### config.mk
export PLATFORM = sky130hd
export DESIGN_NAME = fetch_stage
export DESIGN_NICKNAME = d
export VERILOG_FILES = /design/src/rtl/cpu_pkg.sv /design/src/rtl/fetch_stage.sv
export SDC_FILE = /design/constraint.sdc
export NUM_CORES = 1
export LEC_CHECK = 0
export ABC_AREA = 1
export BUFFER_PORTS_ARGS = -buffer_cell sky130_fd_sc_hd__buf_2
export CORE_UTILIZATION = 45
export CTS_CLUSTER_DIAMETER = 100
export DETAILED_ROUTE_END_ITERATION = 12
export GPL_ROUTABILITY_DRIVEN = 0
export PLACE_DENSITY_LB_ADDON = 0.12
export SLEW_MARGIN = 20
export SYNTH_ARGS = -nofsm -noshare
export SYNTH_HDL_FRONTEND = slang
export SYNTH_SLANG_ARGS = --single-unit
### constraint.sdc
create_clock -name clk -period 1.3 [get_ports clk]
set_input_delay 0.065 -clock clk [delete_from_list [all_inputs] [get_ports clk]]
set_output_delay 0.065 -clock clk [all_outputs]
set_load 0.02 [all_outputs]
### src/rtl/cpu_pkg.sv
// Shared CPU definitions: opcode constants used by fetch and decode, plus the
// fetch FSM state type.
package cpu_pkg;

  localparam logic [15:0] NOP_INSTR = 16'h0000;

  localparam logic [4:0] OPC_LDM = 5'b10100;
  localparam logic [4:0] OPC_LDD = 5'b10101;
  localparam logic [4:0] OPC_STD = 5'b10110;

  typedef enum logic {
    S_FETCH,
    S_IMM
  } fetch_state_t;

  // These opcodes carry a 16-bit immediate in the word that follows them
  function automatic logic is_two_word(input logic [4:0] opcode);
    return (opcode == OPC_LDM) || (opcode == OPC_LDD) || (opcode == OPC_STD);
  endfunction

endpackage

### src/rtl/fetch_stage.sv
// Instruction fetch: owns the PC, reads the async instruction memory and fills
// the IF/ID register, merging opcode + immediate words into one entry.
module fetch_stage
  import cpu_pkg::*;
#(
  parameter int unsigned          IMEM_AW  = 16,
  parameter logic [IMEM_AW-1:0]   RESET_PC = '0
) (
  input  logic               clk,
  input  logic               reset,
  input  logic               stall,
  input  logic               jump_occured,
  input  logic [IMEM_AW-1:0] jump_target,
  output logic [IMEM_AW-1:0] imem_addr,
  input  logic [15:0]        imem_data,
  output logic [15:0]        instruction,
  output logic [15:0]        immediate,
  output logic [IMEM_AW-1:0] pc_plus1_buf,
  output logic               valid_buf
);

  logic [IMEM_AW-1:0] pc;
  logic [IMEM_AW-1:0] pc_next_seq;
  logic [15:0]        hold_word;
  fetch_state_t       state;

  assign imem_addr   = pc;
  assign pc_next_seq = pc + 1'b1;

  // A jump discards any half-assembled two-word instruction and wins over stall
  always_ff @(posedge clk or negedge reset) begin
    if (!reset) begin
      pc           <= RESET_PC;
      state        <= S_FETCH;
      hold_word    <= 16'h0000;
      instruction  <= NOP_INSTR;
      immediate    <= 16'h0000;
      pc_plus1_buf <= '0;
      valid_buf    <= 1'b0;
    end else if (jump_occured) begin
      pc          <= jump_target;
      state       <= S_FETCH;
      instruction <= NOP_INSTR;
      immediate   <= 16'h0000;
      valid_buf   <= 1'b0;
    end else if (!stall) begin
      pc <= pc_next_seq;
      case (state)
        S_FETCH: begin
          if (is_two_word(imem_data[15:11])) begin
            hold_word   <= imem_data;
            instruction <= NOP_INSTR;
            immediate   <= 16'h0000;
            valid_buf   <= 1'b0;
            state       <= S_IMM;
          end else begin
            instruction  <= imem_data;
            immediate    <= 16'h0000;
            pc_plus1_buf <= pc_next_seq;
            valid_buf    <= 1'b1;
          end
        end
        S_IMM: begin
          instruction  <= hold_word;
          immediate    <= imem_data;
          pc_plus1_buf <= pc_next_seq;
          valid_buf    <= 1'b1;
          state        <= S_FETCH;
        end
        default: state <= S_FETCH;
      endcase
    end
  end

endmodule

==> impl_metrics.toml <==
[cts]
cts.path.max_buffers = 2
cts-root-buf = "clkbuf_8"
cts.clk_slew.worst_paths_ns = 0.09
h-tree-depth = 3
cts.sinks = 82
clk_latency_ns = 0.34
cts_buffers = 9
cts_tree = "built"

[timing]
final_hold_viol_count = 0
min_period_ns = 1.34
rsz0062_at_grt = "true"
fin_skew_ns = 0.00805
tightest_slew_ns = 0.388
finalCritPeriodShare_pct = 103
fmax_ghz = 0.748
finalMaxSlewViolations = 0
finalSetupViolCount = 14
relSlewSlack_pct = 74.1
timing.final.ws_setup_ns = -0.0377

[power]
p_leak_nw = 2.62
p_per_area_nw_per_um2 = 1220
ir_worst_vdd_mv = 0.543

[worst_setup_path]
timing.rr.start = "state$_DFFE_PN0P_"
reg2reg_depth = 6
reg2reg_slack_ns = -0.04
critPathKind = "reg -> reg"
critical_path_required_ns = 1.54
path_max_fanout = 14
regToRegEndpoint = "hold_word[10]$_DFFE_PN0P_"
cp.arrival_ns = 1.58
startpoint_type = "register"
end_kind = "register"

[placed_design]
placed_cells = 629
dp_hpwl_mm = 6.58
dp_slack_ns = -0.0433
port_buffers = 100

[detailed_routing]
drtIter0Drc = 143
viasPerCell = 5.15
routed_wl_mm = 9.70
drtAntennaViolNets = 0
drc = 0
post_drt_wl_per_cell_um = 14.4
vias = 3474
dr.pass1.iters = 6

[final_layout]
fin_nets = 605
antenna_cells = 0
drive_gt1_share_pct = 34.0
fin_cells = 675
mostFrequentLayoutCells = "nand2_1 (115), buf_2 (99), dfrtp_1 (76)"
final_common_cell = "nand2_1"
area_growth_pct = 37.8

[worst_hold_path]
min_path_type = "in -> reg"
hp-start = "imem_data[9]"
min_to = "hold_word[9]$_DFFE_PN0P_"
worstHoldPathCells = 3

[logic_synthesis]
yosys.area.top_type = "dfrtp_1"
syn_area_um2 = 3710
yosysSeqAreaShare_pct = 55.4
yosysWarnings = 0
synth_seq_cells = 82
synth_nets = 456
synthTopCellsByArea = "dfrtp_1 (55%), nand2_1 (13%), o21ai_0 (6.9%)"
netlist_instances = 419
avgSynthCellArea_um2 = 8.84
synth_top_area_share_pct = 55.4
synth_cell_type_count = 27

[floorplan]
start_util_pct = 47.2
die-area_um2 = 8600
rows = 32
core_area_um2 = 7850
die_w_um = 92.8
die_h_um = 92.8
num_io_pins = 101

[grt]
grt_max_degree = 40
antenna_found_initial = 0
grt_usage_pct = 23.7
grt_pass1_wl_mm = 16.0
grt_pass1_vias = 3443
gr-total-overflow = 0

[outcome]
status = "complete, but fails checks"
failed_checks = "negative setup slack"

[flow_run]
maxCapViolations = 0
==> cells in the mapped netlist <==
library cell  instances
a21oi_1              15
a22o_1                1
a32o_1               16
buf_2                 7
buf_6                 3
clkbuf_1             11
clkinv_1              1
dfrtp_1              82
ha_1                  1
inv_1                35
inv_2                 2
nand2_1             129
nand3_1              16
nand3b_1              1
nand4_1               5
nor2_1               14
nor2_2                1
nor2_8                1
o211ai_1              5
o21a_1                1
o21ai_0              51
o21ai_1               4
o21ai_2               6
o21bai_1              3
or2_1                 1
xnor2_1               1
xor2_1                6
==> registers in the layout, indices dropped and copies added, names as in the netlist <==
name          flops
imem_addr        16
pc_plus1_buf     16
valid_buf         1
immediate        16
state             1
hold_word        16
instruction      16
==> kinds of logic (layout without fill, tap and decap cells) <==
kind of cell / count (synthesis) / in the layout / share of synthesized area [%]
compound gates: 102 / 102 / 17.3
xor+xnor: 7 / 7 / 1.65
fa+ha+maj: 1 / 1 / 0.338
buf+inv: 59 / 213 / 6.82
flops: 82 / 82 / 55.4
simple gates: 168 / 168 / 18.6
==> critical path, stage by stage, from the launching register on <==
cell	delay, ns
dfrtp_1	0.41
inv_4	0.06
nand4_1	0.16
or2_4	0.31
clkbuf_16	0.19
nand2_1	0.06
o21ai_1	0.05
==> worst max path at each step <==
stage	startpoint	endpoint	slack, ns	cells past startpoint
6_report	state$_DFFE_PN0P_	hold_word[10]$_DFFE_PN0P_	-0.04	6
5_1_grt	state$_DFFE_PN0P_	pc_plus1_buf[12]$_DFFE_PN0P_	-0.13	6
4_1_cts	state$_DFFE_PN0P_	pc_plus1_buf[9]$_DFFE_PN0P_	-0.02	6
3_5_place_dp	state$_DFFE_PN0P_	hold_word[8]$_DFFE_PN0P_	-0.04	6
3_3_place_gp	imem_addr[0]$_DFFE_PN0P_	pc_plus1_buf[10]$_DFFE_PN0P_	0.004	7
2_1_floorplan	state$_DFFE_PN0P_	hold_word[10]$_DFFE_PN0P_	-0.1	8
==> layout make-up <==
type                            count  area [µm²]
Sequential cell                    82        2060
Timing Repair Buffer              159        1060
Tap cell                          102         128
Inverter                           38         149
Clock buffer                       11         141
Clock inverter                      5        62.6
Multi-Input combinational cell    278        1510
Fill cell                         714        2740
==> what timing repair did <==
action / CTS / global route
hold endpoints to repair: 90 / 0
pin swaps: 2 / 8
cloned: 0 / 1
hold buffers: 23 / 0
gates resized for setup: 8 / 26
buffers inserted: 1 / 5
setup endpoints to repair: 21 / 37
==> where the power goes <==
group          internal [mW]  switching (mW)
logic                  0.532           0.778
registers               2.82           0.189
clock network          0.952           0.954
==> per-stage QoR <==
| step | setup TNS [ns] | utilization (%) | instance area (µm²) | power, mW | hold slack, ns |
|---|---|---|---|---|---|
| floorplan | -0.788 | - | 3750 | 3.71 | -0.231 |
| global placement | 0 | 57.6 | 4520 | 4.21 | 0.00952 |
| detailed placement | -0.272 | 57.6 | 4520 | 4.24 | 0.0144 |
| CTS | -0.143 | 63.4 | 4970 | 6.22 | 0.00239 |
| global route | -2.97 | 65.1 | 5110 | 6.53 | 0.0212 |
| finish | -0.202 | 65.1 | 5110 | 6.22 | 0.00910 |
==> per-layer routing <==
metal	part of all wire [%]	track usage [%]
met1	44	30.3
met3	4.7	3.78
met2	50	40.5
met5	0	0
met4	1.4	8.85
Power figures use the tool's default switching activity.
